--- src/rtl/vga_timing_gen.sv ---
// vga_timing_gen: free-running VGA raster timing generator.
// Counts, sync and enable flags are all registered and mutually aligned.
`timescale 1ns/1ps
module vga_timing_gen #(
  parameter int H_ACTIVE = 1280,
  parameter int H_FP     = 96,
  parameter int H_SYNC   = 112,
  parameter int H_BP     = 312,
  parameter int V_ACTIVE = 960,
  parameter int V_FP     = 1,
  parameter int V_SYNC   = 3,
  parameter int V_BP     = 36,
  parameter bit H_POL    = 1'b1,
  parameter bit V_POL    = 1'b1
) (
  input  logic        clk_in,
  input  logic        reset,
  output logic [11:0] h_count,
  output logic [11:0] v_count,
  output logic        display_en,
  output logic        h_sync,
  output logic        v_sync,
  output logic        line_start,
  output logic        frame_start
);

  localparam int H_TOTAL = H_ACTIVE + H_FP + H_SYNC + H_BP;
  localparam int V_TOTAL = V_ACTIVE + V_FP + V_SYNC + V_BP;

  // 13-bit bounds so a sum reaching 4096 is never truncated.
  localparam logic [12:0] H_ACT_E = 13'(H_ACTIVE);
  localparam logic [12:0] H_SYN_S = 13'(H_ACTIVE + H_FP);
  localparam logic [12:0] H_SYN_E = 13'(H_ACTIVE + H_FP + H_SYNC);
  localparam logic [12:0] V_ACT_E = 13'(V_ACTIVE);
  localparam logic [12:0] V_SYN_S = 13'(V_ACTIVE + V_FP);
  localparam logic [12:0] V_SYN_E = 13'(V_ACTIVE + V_FP + V_SYNC);
  localparam logic [11:0] H_LAST  = 12'(H_TOTAL - 1);
  localparam logic [11:0] V_LAST  = 12'(V_TOTAL - 1);

  logic [11:0] r_h;
  logic [11:0] r_v;
  logic        r_de;
  logic        r_hs;
  logic        r_vs;
  logic        r_ls;
  logic        r_fs;

  logic [11:0] w_h_nxt;
  logic [11:0] w_v_nxt;
  logic        w_h_wrap;
  logic [12:0] w_h_ext;
  logic [12:0] w_v_ext;
  logic        w_de;
  logic        w_hs;
  logic        w_vs;
  logic        w_ls;
  logic        w_fs;

  // Next counts, and flags decoded from them so they align with the counts.
  always_comb begin
    w_h_wrap = (r_h == H_LAST);
    w_h_nxt  = w_h_wrap ? 12'd0 : r_h + 12'd1;
    w_v_nxt  = r_v;
    if (w_h_wrap) begin
      w_v_nxt = (r_v == V_LAST) ? 12'd0 : r_v + 12'd1;
    end
    w_h_ext = {1'b0, w_h_nxt};
    w_v_ext = {1'b0, w_v_nxt};
    w_de = (w_h_ext < H_ACT_E) && (w_v_ext < V_ACT_E);
    w_hs = ((w_h_ext >= H_SYN_S) && (w_h_ext < H_SYN_E)) ? H_POL : ~H_POL;
    w_vs = ((w_v_ext >= V_SYN_S) && (w_v_ext < V_SYN_E)) ? V_POL : ~V_POL;
    w_ls = (w_h_nxt == 12'd0);
    w_fs = w_ls && (w_v_nxt == 12'd0);
  end

  // Reset parks on the last back-porch pixel so the next edge shows (0,0).
  always_ff @(posedge clk_in or posedge reset) begin
    if (reset) begin
      r_h  <= H_LAST;
      r_v  <= V_LAST;
      r_de <= 1'b0;
      r_hs <= ~H_POL;
      r_vs <= ~V_POL;
      r_ls <= 1'b0;
      r_fs <= 1'b0;
    end else begin
      r_h  <= w_h_nxt;
      r_v  <= w_v_nxt;
      r_de <= w_de;
      r_hs <= w_hs;
      r_vs <= w_vs;
      r_ls <= w_ls;
      r_fs <= w_fs;
    end
  end

  assign h_count     = r_h;
  assign v_count     = r_v;
  assign display_en  = r_de;
  assign h_sync      = r_hs;
  assign v_sync      = r_vs;
  assign line_start  = r_ls;
  assign frame_start = r_fs;

endmodule

--- config.mk ---
export PLATFORM = sky130hd
export DESIGN_NAME = vga_timing_gen
export DESIGN_NICKNAME = d
export VERILOG_FILES = /design/src/rtl/vga_timing_gen.sv
export SDC_FILE = /design/constraint.sdc
export NUM_CORES = 1
export LEC_CHECK = 0
export ABC_AREA = 1
export BUFFER_PORTS_ARGS = -buffer_cell sky130_fd_sc_hd__buf_2
export CELL_PAD_IN_SITES_DETAIL_PLACEMENT = 0
export CELL_PAD_IN_SITES_GLOBAL_PLACEMENT = 1
export CORE_ASPECT_RATIO = 0.9
export CORE_UTILIZATION = 29
export DETAILED_ROUTE_END_ITERATION = 10
export PLACE_DENSITY = 0.61
export SYNTH_ARGS = -nofsm -noshare
export SYNTH_HDL_FRONTEND = slang
export SYNTH_SLANG_ARGS = --single-unit
--- constraint.sdc ---
create_clock -name clk_in -period 4.85 [get_ports clk_in]
set_clock_uncertainty 0.1 [all_clocks]
set_input_delay 0.485 -clock clk_in [delete_from_list [all_inputs] [get_ports clk_in]]
set_output_delay 0.485 -clock clk_in [all_outputs]
set_load 0.05 [all_outputs]
==> results of run 1 <==
[how the worst min path moves through the flow]
stage,to,slack [ns],depth (start not counted)
floorplan,display_en,0.45,1
global placement,v_count[1],0.41,2
detailed placement,v_count[0],0.41,2
CTS,h_count[3],0.18,3
global route,h_count[3],0.21,3
finish,h_count[3],0.18,3
[per-layer routing]
layer | global-route usage, % | share of wire, % | wire length [um] | up-vias
met5 | 0 | 0 | 0 | -
met1 | 23.5 | 55 | 2600 | 757
met2 | 22.1 | 42 | 1980 | 26
met4 | 4.00 | 0.80 | 38 | 0
met3 | 3.44 | 3.0 | 144 | 2
li1 | - | - | - | 890
[through the flow]
stage,cells,hold slack (ns),cell area (um2)
after floorplan,266,0.453,1820
after global placement,366,0.406,2040
after detailed placement,366,0.409,2040
after CTS,374,0.180,2160
after global routing,374,0.209,2160
final,374,0.175,2160
[cells in the mapped netlist, types with 3 or more instances]
library cell / count
xor2_1: 3
nand3_1: 29
inv_1: 48
o21ai_0: 6
o21ai_1: 3
nand2_2: 3
nand2_1: 72
dfstp_2: 14
nor3_1: 7
nand3b_1: 6
nand4_1: 4
dfrtp_1: 15
nor2_1: 40
[worst max-delay path: cells and delay by family, from the launching register on]
family | cells | cell delay [ns]
flip-flops | 1 | 0.57
adder cells (fa/ha/maj) | 1 | 0.21
AND/OR/NAND/NOR | 9 | 1.04
buffers and inverters | 2 | 0.27
[area by class of cell]
cell class              instances  area, um2  share of cell area [%]
clock buffers                   7       86.3                    4.00
clock inverters                 1       30.0                    1.39
inverters                      50        188                    8.69
multi-input cells             184        866                    40.1
flip-flops and latches         29        743                    34.4
well taps                      72       90.1                    4.17
repair buffers                 31        158                    7.30
[state kept, by name, summed over array words and instances (netlist names)]
name / cells
display_en: 1
h_sync: 1
frame_start: 1
v_count: 12
h_count: 12
line_start: 1
v_sync: 1
[cell families (layout without fill, tap and decap cells)]
kind of cell,after synthesis,in the layout,share of synthesized area [%]
AND/OR/NAND/NOR,169,169,41.8
buffers and inverters,53,89,11.6
flip-flops,29,29,40.8
AO/OA/AOI/OAI,9,9,2.47
XOR/XNOR,4,4,1.92
adder cells (fa/ha/maj),2,2,1.37
[power by group]
| group | internal, W | switching [W] | leakage (nW) | total, W |
|---|---|---|---|---|
| combinational | 0.000000878 | 0.00000499 | 0.786 | 0.00000587 |
| sequential | 0.000242 | 0 | 0.339 | 0.000242 |
| clock | 0.000167 | 0.0000925 | 0.0585 | 0.000260 |
| total | 0.000411 | 0.0000975 | 1.18 | 0.000508 |
==> results by group, run 1 <==
Status
  – Status: finished clean

Synthesis
  – Post-synth EDFFs: 0
  – Mean Syn Cell Area: 6.84 um2
  – Dominant cells by area after synthesis: dfrtp_1, dfstp_2, nand2_1, inv_1, nor2_1
  – Seq/Total Area, Yosys: 40.8%
  – Top FF cell, synth: dfrtp_1
  – Syn Nets: 270
  – Post-Syn Area: 1820 um2
  – Synthesis warning total: 0
  – Top cell type by total area after synthesis: dfrtp_1
  – Syn Inst Count: 266
  – Top cell type's share of synthesized area: 20.6%
  – Asr flop ratio synth: 100%
  – #FFs+latches synth: 29
  – Netlist cell types: 24

Setup path
  – Critical R2R Launch: h_count[0]
  – Critical-path cell list: ha_1 -> nand3_1 -> nor2_1 -> nand2_2 -> inv_2 -> nand3_1 -> nand2_1 -> nand2_1 -> nor2_1 -> nand3b_1 -> nand2_1 -> inv_1
  – RR Endpoint: display_en
  – Critical Path Source: h_count[0]
  – Critical Path RT: 4.92 ns
  – Worst Path Max Fanout: 15
  – CP Capture Point: display_en
  – Slowest CP cell: dfstp_2
  – Worst Path Arrival: 2.37 ns
  – Reg2Reg Setup Slack: 2.56 ns
  – CP most frequent cell: nand2_1
  – CP max stage delay: 0.57 ns
  – R2R depth: 12
  – Critical Path Start Type: flip-flop
  – Critical path endpoint category: flip-flop
  – Crit Path Class: flip-flop to flip-flop

GRT
  – Grt total ovfl: 0
  – Antenna violations before repair: 0
  – Tot GR Track Use: 15.6%
  – Largest net degree at the start of global routing: 30
  – Number of global-route vias before repair: 1579
  – First-pass GRT wire length: 7900 um

Place
  – Final GP Congestion: 0.805
  – Dpl ws: 2.53 ns
  – Port bufs: 30
  – HPWL after DPL: 3620 um

Floorplan
  – Die width: 85.5 um
  – Initial core utilization: 29.9%
  – Core footprint: 6080 um2
  – Die height: 77.2 um
  – # rows: 27
  – I/O pin count: 31
  – Die area: 6600 um2

Clock network
  – Bufs on Longest Clock Path: 2
  – Clock transition at the registers of the reported paths: 0.06 ns
  – Clock sinks: 29
  – Post-CTS setup buffers: 0
  – CTS tree: done
  – CTS buffer count: 5
  – Resize count post-CTS: 0
  – Hold Buf Count CTS: 0
  – H-tree Lvls: 2
  – Worst skew pair latency: 0.27 ns
  – Clk root buf: clkbuf_8

Final layout
  – Commonest non-fill, non-tap cell in the layout: nand2_1
  – Nets: 305
  – Synthesis-to-layout area growth: 18.7%
  – Share of layout cells above drive strength 1: 21.2%
  – Final Core Density: 35.5%
  – Commonest cells after routing, fill and taps aside: nand2_1, inv_1, nor2_1, buf_2, nand3_1
  – Layout fillers: 668
  – N_diodes: 0

Timing
  – Setup total negative slack: 0 ns
  – Fin crit period: 2.29 ns
  – Max-slew headroom: 73.8%
  – Worst Tran Pin Value: 0.393 ns
  – Final setup vio count: 0
  – FMAX: 0.436 GHz
  – Unrepaired setup endpoints after global routing: no
  – Hold Violations, Final: 0
  – Slew Limit Fails: 0
  – Final Cycle Share: 47.3%
  – Post-route setup slack: 2.56 ns

Route
  – Post-DRT Antenna Nets: 0
  – DRC violations left: 0
  – Via count: 1675
  – WL/cell: 12.7 um
  – DR pass1 iterations: 4
  – Initial DRC Count: 59
  – Vias per cell: 4.48
  – Routed WL: 4770 um

Pwr
  – Worst vdd ir: 0.0934 mV
  – Leakage power: 1.18 nW
  – Total Power: 0.000508 W
  – Pwr dens: 235 nW/um2

Run
  – Max Cap Violations: 0

Worst hold path
  – Hold Path Class: input pin to asynchronous set/reset pin
Note: power is estimated with default switching activity, not from simulation.
==> run 2, diff against run 1 <==
--- a/config.mk
+++ b/config.mk
@@ -5,14 +5,14 @@
 export SDC_FILE = /design/constraint.sdc
 export NUM_CORES = 1
 export LEC_CHECK = 0
-export ABC_AREA = 1
+export ABC_AREA = 0
 export BUFFER_PORTS_ARGS = -buffer_cell sky130_fd_sc_hd__buf_2
 export CELL_PAD_IN_SITES_DETAIL_PLACEMENT = 0
 export CELL_PAD_IN_SITES_GLOBAL_PLACEMENT = 1
 export CORE_ASPECT_RATIO = 0.9
 export CORE_UTILIZATION = 29
 export DETAILED_ROUTE_END_ITERATION = 10
-export PLACE_DENSITY = 0.61
+export PLACE_DENSITY = 0.58
 export SYNTH_ARGS = -nofsm -noshare
 export SYNTH_HDL_FRONTEND = slang
 export SYNTH_SLANG_ARGS = --single-unit
==> constraint.sdc (replaced) <==
create_clock -name clk_in -period 2.31 [get_ports clk_in]
set_clock_uncertainty 0.1 [all_clocks]
set_input_delay 0.231 -clock clk_in [delete_from_list [all_inputs] [get_ports clk_in]]
set_output_delay 0.231 -clock clk_in [all_outputs]
set_load 0.05 [all_outputs]
==> results by group, run 2 <==
Status
  – Status: finished with violations (was finished clean)
  – Failing checks: setup timing

Pwr
  – Worst vdd ir: 0.333 mV (was 0.0934 mV)
  – Leakage power: 1.31 nW (was 1.18 nW)
  – Pwr dens: 348 nW/um2 (was 235 nW/um2)

Setup path
  – Family with the most delay on the worst path: simple AND/OR/NAND/NOR gates (unchanged)
  – Slowest CP cell: dfstp_4 (was dfstp_2)
  – Buf/Inv on CP: 1 (was 2)
  – Critical Path RT: 2.43 ns (was 4.92 ns)
  – Critical Path Start Type: flip-flop (unchanged)
  – Crit Path Class: flip-flop to flip-flop (unchanged)
  – CP max stage delay: 0.64 ns (was 0.57 ns)
  – Worst Path Max Fanout: 3 (was 15)
  – Reg2Reg Setup Slack: -0.08 ns (was 2.56 ns)
  – Worst Path Arrival: 2.51 ns (was 2.37 ns)
  – Critical-path cell list: ha_4 -> buf_4 -> nand3_1 -> nor4_4 -> xor2_1 -> nor4_2 -> nand4_1 -> and4b_1 (was ha_1 -> nand3_1 -> nor2_1 -> nand2_2 -> inv_2 -> nand3_1 -> nand2_1 -> nand2_1 -> nor2_1 -> nand3b_1 -> nand2_1 -> inv_1)
  – Critical path endpoint category: flip-flop (unchanged)

Final layout
  – Non-filler cells, final: 342 (was 374)
  – Nets: 278 (was 305)
  – Commonest cells after routing, fill and taps aside: buf_4, buf_2, dfstp_2, buf_6 (was nand2_1, inv_1, nor2_1, buf_2, nand3_1)
  – Final Core Density: 52.5% (was 35.5%)
  – Commonest non-fill, non-tap cell in the layout: buf_4 (was nand2_1)
  – Share of layout cells above drive strength 1: 62.5% (was 21.2%)
  – Layout fillers: 498 (was 668)
  – Synthesis-to-layout area growth: 70.3% (was 18.7%)
  – N_diodes: 0 (unchanged)

Synthesis
  – Top cell type by total area after synthesis: dfrtp_1 (unchanged)
  – Post-Synth Adder-Cell Area: 1.51% (was 1.37%)
  – Main combinational cell family by area after synthesis: simple AND/OR/NAND/NOR gates (unchanged)
  – Top FF cell, synth: dfrtp_1 (unchanged)
  – Top cell type's share of synthesized area: 22.6% (was 20.6%)
  – Post-Syn Area: 1660 um2 (was 1820 um2)
  – Mean Syn Cell Area: 9.76 um2 (was 6.84 um2)
  – Synth top cells by count: dfrtp_1, dfstp_2, nand3_1, nor2_1, o21ai_0 (was nand2_1, inv_1, nor2_1)
  – Synth Area in Compound Gates: 11.0% (was 2.47%)
  – Asr flop ratio synth: 100% (unchanged)
  – Post-synthesis mux area share: 0% (unchanged)
  – Dominant cells by area after synthesis: dfrtp_1, dfstp_2, xor2_1, nand3_1, nor4_1 (was dfrtp_1, dfstp_2, nand2_1, inv_1, nor2_1)
  – Syn Nets: 174 (was 270)
  – Netlist cell types: 44 (was 24)
  – Syn Inst Count: 170 (was 266)
  – #FFs+latches synth: 29 (unchanged)
  – Post-Synth XOR/XNOR Area: 6.33% (was 1.92%)
  – Post-synth EDFFs: 0 (unchanged)
  – Most frequent cell after synthesis: dfrtp_1 (was nand2_1)
  – Synthesis warning total: 0 (unchanged)
  – Seq/Total Area, Yosys: 44.8% (was 40.8%)
  – Fraction of the mapped netlist area in simple logic gates: 32.4% (was 41.8%)

Place
  – Final GP Congestion: 0.879 (was 0.805)
  – HPWL after DPL: 3870 um (was 3620 um)
  – Dpl ws: -0.152 ns (was 2.53 ns)
  – Port bufs: 30 (unchanged)
  – Dpl cells: 319 (was 366)

Floorplan
  – Core footprint: 5380 um2 (was 6080 um2)
  – I/O pin count: 31 (unchanged)
  – Die width: 81.7 um (was 85.5 um)
  – # rows: 25 (was 27)
  – Initial core utilization: 30.8% (was 29.9%)
  – Die area: 6030 um2 (was 6600 um2)
  – Die height: 73.8 um (was 77.2 um)

Timing
  – Fin crit period: 2.39 ns (was 2.29 ns)
  – Max-slew headroom: 70.9% (was 73.8%)
  – Unrepaired setup endpoints after global routing: yes (was no)
  – Final Cycle Share: 103% (was 47.3%)
  – Hold_ws: 0.463 ns (was 0.175 ns)
  – Hold Violations, Final: 0 (unchanged)
  – Final setup vio count: 3 (was 0)
  – Slew Limit Fails: 0 (unchanged)
  – Post-route setup slack: -0.0754 ns (was 2.56 ns)
  – FMAX: 0.419 GHz (was 0.436 GHz)
  – Worst Tran Pin Value: 0.433 ns (was 0.393 ns)

Run
  – Max Cap Violations: 0 (unchanged)

Route
  – DR pass1 iterations: 4 (unchanged)
  – DRC violations left: 0 (unchanged)
  – Post-DRT Antenna Nets: 0 (unchanged)
  – Via count: 1732 (was 1675)
  – Initial DRC Count: 103 (was 59)
  – WL/cell: 15.8 um (was 12.7 um)
  – Vias per cell: 5.06 (was 4.48)
  – Routed WL: 5410 um (was 4770 um)

Clock network
  – CTS tree: done (unchanged)
  – CTS buffer count: 5 (unchanged)
  – Clk root buf: clkbuf_8 (unchanged)
  – Bufs on Longest Clock Path: 2 (unchanged)
  – Clock transition at the registers of the reported paths: 0.07 ns (was 0.06 ns)
  – Clock sinks: 29 (unchanged)
  – H-tree Lvls: 2 (unchanged)
  – Worst skew pair latency: 0.28 ns (was 0.27 ns)

GRT
  – Antenna violations before repair: 0 (unchanged)
  – Grt total ovfl: 0 (unchanged)
  – Largest net degree at the start of global routing: 30 (unchanged)
  – Tot GR Track Use: 19.3% (was 15.6%)
  – Number of global-route vias before repair: 1667 (was 1579)
  – First-pass GRT wire length: 8620 um (was 7900 um)

Worst hold path
  – Hold Path Class: input pin to asynchronous set/reset pin (unchanged)
-- run 2: metrics by stage --
stage               instance area [um2]  setup TNS, ns  power, W
finish                             2830         -0.146  0.000982
global route                       2830         -0.512   0.00102
CTS                                2680       -0.00225  0.000998
detailed placement                 2370         -0.302  0.000530
global placement                   2370         -0.168  0.000530
floorplan                          1750        -0.0532  0.000524
-- run 2: path summary, 6_finish.rpt --
path	from	end	cells after the start
worst min-delay path	reset	frame_start	4
max in group asynchronous	reset	v_count[5]	4
min in group clk_in	v_count[1]	v_count[1]	2
worst max-delay path	v_count[0]	frame_start	8
worst min register to register	v_count[1]	v_count[1]	2
worst max register to register	v_count[0]	frame_start	8
-- run 2: layout make-up --
class	instances	area, um2	share of cell area, %
multi-input cells	128	1120	39.5
flip-flops and latches	29	766	27.1
repair buffers	101	723	25.6
clock buffers	7	96.3	3.41
well taps	67	83.8	2.97
inverters	9	33.8	1.20
clock inverters	1	5.00	0.177
-- run 2: cells by family after synthesis --
logic type / after synthesis
AOI/OAI and AO/OA: 28
adders and majority gates: 2
buffers and inverters: 13
xor gates and xnor gates: 12
and+or+nand+nor: 86
DFF: 29
-- run 2: power breakdown --
part	internal (W)	switching (W)	leakage (nW)
logic	0.00000294	0.0000103	0.917
clock network	0.000269	0.000192	0.0542
registers	0.000509	0	0.334
-- run 2: metal layers --
layer / part of all wire (%) / wire length, um / track usage [%] / up-vias
met5: 0 / 0 / 0 / -
met4: 0.78 / 42 / 5.26 / 0
met3: 4.4 / 238 / 4.10 / 4
met2: 47 / 2520 / 27.2 / 38
met1: 48 / 2610 / 29.3 / 841
li1: - / - / - / 849
-- run 2: worst reg2reg max path, delay by kind of cell (launching register included) --
| family | cells | cell delay [ns] |
|---|---|---|
| buffers and inverters | 1 | 0.11 |
| flip-flops | 1 | 0.64 |
| XOR/XNOR | 1 | 0.16 |
| adder cells (fa/ha/maj) | 1 | 0.14 |
| AND/OR/NAND/NOR | 5 | 1.17 |
-- run 2: what timing repair did --
action,CTS,global route
pin swaps,20,18
hold endpoints to repair,15,0
endpoints found under the setup margin,4,6
hold buffers,1,0
buffers inserted,8,7
resized for setup,26,21
==> run 3, diff against run 2 <==
--- a/config.mk
+++ b/config.mk
@@ -13,6 +13,7 @@
 export CORE_UTILIZATION = 29
 export DETAILED_ROUTE_END_ITERATION = 10
 export PLACE_DENSITY = 0.58
+export REMOVE_ABC_BUFFERS = 1
 export SYNTH_ARGS = -nofsm -noshare
 export SYNTH_HDL_FRONTEND = slang
 export SYNTH_SLANG_ARGS = --single-unit
==> results by group, run 3 (same netlist as run 2, synthesis figures left out) <==
Clock network
  – Bufs on Longest Clock Path: 2 (unchanged)
  – CTS tree: done (unchanged)
  – Worst skew pair latency: 0.28 ns (about the same)
  – Clk root buf: clkbuf_8 (unchanged)
  – H-tree Lvls: 2 (unchanged)
  – Clock sinks: 29 (unchanged)
  – Clock transition at the registers of the reported paths: 0.07 ns (about the same)
  – CTS buffer count: 5 (unchanged)

Pwr
  – Pwr dens: 391 nW/um2 (was 348 nW/um2)
  – Worst vdd ir: 0.229 mV (was 0.333 mV)
  – Leakage power: 1.33 nW (was 1.31 nW)

Setup path
  – Family with the most delay on the worst path: simple AND/OR/NAND/NOR gates (unchanged)
  – Critical path endpoint category: flip-flop (unchanged)
  – R2R depth: 10 (was 8)
  – Critical Path Start Type: flip-flop (unchanged)
  – Critical-path cell list: ha_4 -> buf_6 -> nand4bb_4 -> nor3_4 -> buf_6 -> buf_4 -> o21ai_1 -> a21o_1 -> nor3b_1 -> and4b_1 (was ha_4 -> buf_4 -> nand3_1 -> nor4_4 -> xor2_1 -> nor4_2 -> nand4_1 -> and4b_1)
  – Buf/Inv on CP: 3 (was 1)
  – CP max stage delay: 0.56 ns (was 0.64 ns)
  – Worst Path Arrival: 2.43 ns (was 2.51 ns)
  – Critical Path RT: 2.43 ns (about the same)
  – Slowest CP cell: dfstp_2 (was dfstp_4)
  – Worst Path Max Fanout: 8 (was 3)
  – Crit Path Class: flip-flop to flip-flop (unchanged)
  – CP most frequent cell: buf_6
  – Logic depth of the worst setup path including buffers: 10 (was 8)

Final layout
  – Register Area: 743 um2 (was 766 um2)
  – Commonest cells after routing, fill and taps aside: buf_4, buf_2, dfrtp_1, dfstp_2, nor2_1 (was buf_4, buf_2, dfstp_2, buf_6)
  – Commonest non-fill, non-tap cell in the layout: buf_4 (unchanged)
  – Nets: 283 (was 278)
  – Synthesis-to-layout area growth: 65.6% (was 70.3%)
  – N_diodes: 0 (unchanged)
  – Non-filler cells, final: 347 (was 342)
  – Layout fillers: 517 (was 498)
  – Share of layout cells above drive strength 1: 56.1% (was 62.5%)
  – Area occupied by multi-input gates: 1030 um2 (was 1120 um2)

Timing
  – Post-route setup slack: -0.00162 ns (was -0.0754 ns)
  – Slew Limit Fails: 0 (unchanged)
  – Fin crit period: 2.31 ns (was 2.39 ns)
  – Unrepaired setup endpoints after global routing: yes (unchanged)
  – Worst Tran Pin Value: 0.382 ns (was 0.433 ns)
  – Hold Violations, Final: 0 (unchanged)
  – Max-slew headroom: 74.3% (was 70.9%)
  – FMAX: 0.433 GHz (was 0.419 GHz)
  – Final Cycle Share: 100% (was 103%)
  – Final setup vio count: 1 (was 3)
  – Setup total negative slack: -0.00162 ns (was -0.146 ns)

Floorplan
  – Die area: 6030 um2 (unchanged)
  – I/O pin count: 31 (unchanged)
  – Core footprint: 5380 um2 (unchanged)
  – Initial core utilization: 30.8% (unchanged)
  – # rows: 25 (unchanged)
  – Die width: 81.7 um (unchanged)
  – Die height: 73.8 um (unchanged)

Place
  – HPWL after DPL: 3780 um (was 3870 um)
  – Port bufs: 30 (unchanged)
  – Dpl cells: 322 (was 319)
  – Final GP Congestion: 0.850 (was 0.879)

GRT
  – GR Layer Usage met1: 25.8% (was 29.3%)
  – Largest net degree at the start of global routing: 30 (unchanged)
  – Met2 Usage GRT: 28.7% (was 27.2%)
  – First-pass GRT wire length: 8380 um (was 8620 um)
  – GR Util met3: 4.22% (was 4.10%)
  – Layer with the highest usage: met2 (was met1)
  – Grt total ovfl: 0 (unchanged)
  – Number of global-route vias before repair: 1717 (was 1667)
  – Tot GR Track Use: 18.8% (was 19.3%)
  – Antenna violations before repair: 0 (unchanged)

Worst hold path
  – Hold Path Class: input pin to asynchronous set/reset pin (unchanged)

Route
  – Initial DRC Count: 80 (was 103)
  – WL/cell: 15.1 um (was 15.8 um)
  – DR pass1 iterations: 4 (unchanged)
  – Via count: 1714 (was 1732)
  – DRC violations left: 0 (unchanged)
  – Vias per cell: 4.94 (was 5.06)
  – Routed WL: 5240 um (was 5410 um)
  – Post-DRT Antenna Nets: 0 (unchanged)

Run
  – Max Cap Violations: 0 (unchanged)

Status
  – Failing checks: setup timing (unchanged)
  – Status: finished with violations (unchanged)
[run 3: cell count changes in the layout (fill, tap and decap cells not counted), sizes merged]
cell	previous run	this run
buf	100	105
bufinv	0	1
clkinv	1	0
[run 3: worst register-to-register path, cell delays in order (launching register included)]
cell	delay [ns]
dfstp_2	0.56
ha_4	0.14
buf_6	0.11
nand4bb_4	0.15
nor3_4	0.24
buf_6	0.17
buf_4	0.12
o21ai_1	0.05
a21o_1	0.19
nor3b_1	0.21
and4b_1	0.22
[run 3: final timing paths]
check | start | end | slack, ns
max | h_count[1] | frame_start | -0.002
min | reset | h_sync | 0.46
max reg2reg | h_count[1] | frame_start | -0.002
min reg2reg | v_count[9] | v_sync | 0.50
max in group asynchronous | reset | v_count[8] | 1.33
min in group clk_in | v_count[9] | v_sync | 0.50
[run 3: final cells by class]
| cell class | count | share of cell area [%] |
|---|---|---|
| flip-flops and latches | 29 | 27.0 |
| repair buffers | 106 | 26.9 |
| clock buffers | 7 | 3.14 |
| clock inverters | 1 | 1.09 |
| well taps | 67 | 3.05 |
| multi-input cells | 128 | 37.6 |
| inverters | 9 | 1.23 |
[run 3: metrics by stage]
step	total power [W]	hold WS, ns	cell area, um2	utilization (%)	worst slack [ns]
after floorplan	0.000525	0.199	1630	-	-0.637
after global placement	0.000530	0.214	2300	42.8	-0.165
after detailed placement	0.000531	0.228	2300	42.8	-0.213
after CTS	0.00109	0.471	2580	48.0	-0.0247
after global routing	0.00111	0.518	2750	51.1	-0.121
final	0.00108	0.464	2750	51.1	-0.00162
[run 3: routing by layer]
metal | vias up | wire, um
met5 | - | 0
met3 | 6 | 167
met4 | 0 | 53
met2 | 28 | 2450
met1 | 833 | 2560
li1 | 847 | -
[run 3: report_power, final]
group,internal (W),switching (W)
sequential,0.000509,0
combinational,0.00000294,0.0000104
clock,0.000351,0.000201
total,0.000863,0.000212
[run 3: timing repair]
item	CTS	global route
hold buffers	1	0
resized for setup	15	20
endpoints found under the hold margin	15	0
pin swaps	8	13
setup buffers	8	8
endpoints found under the setup margin	4	5
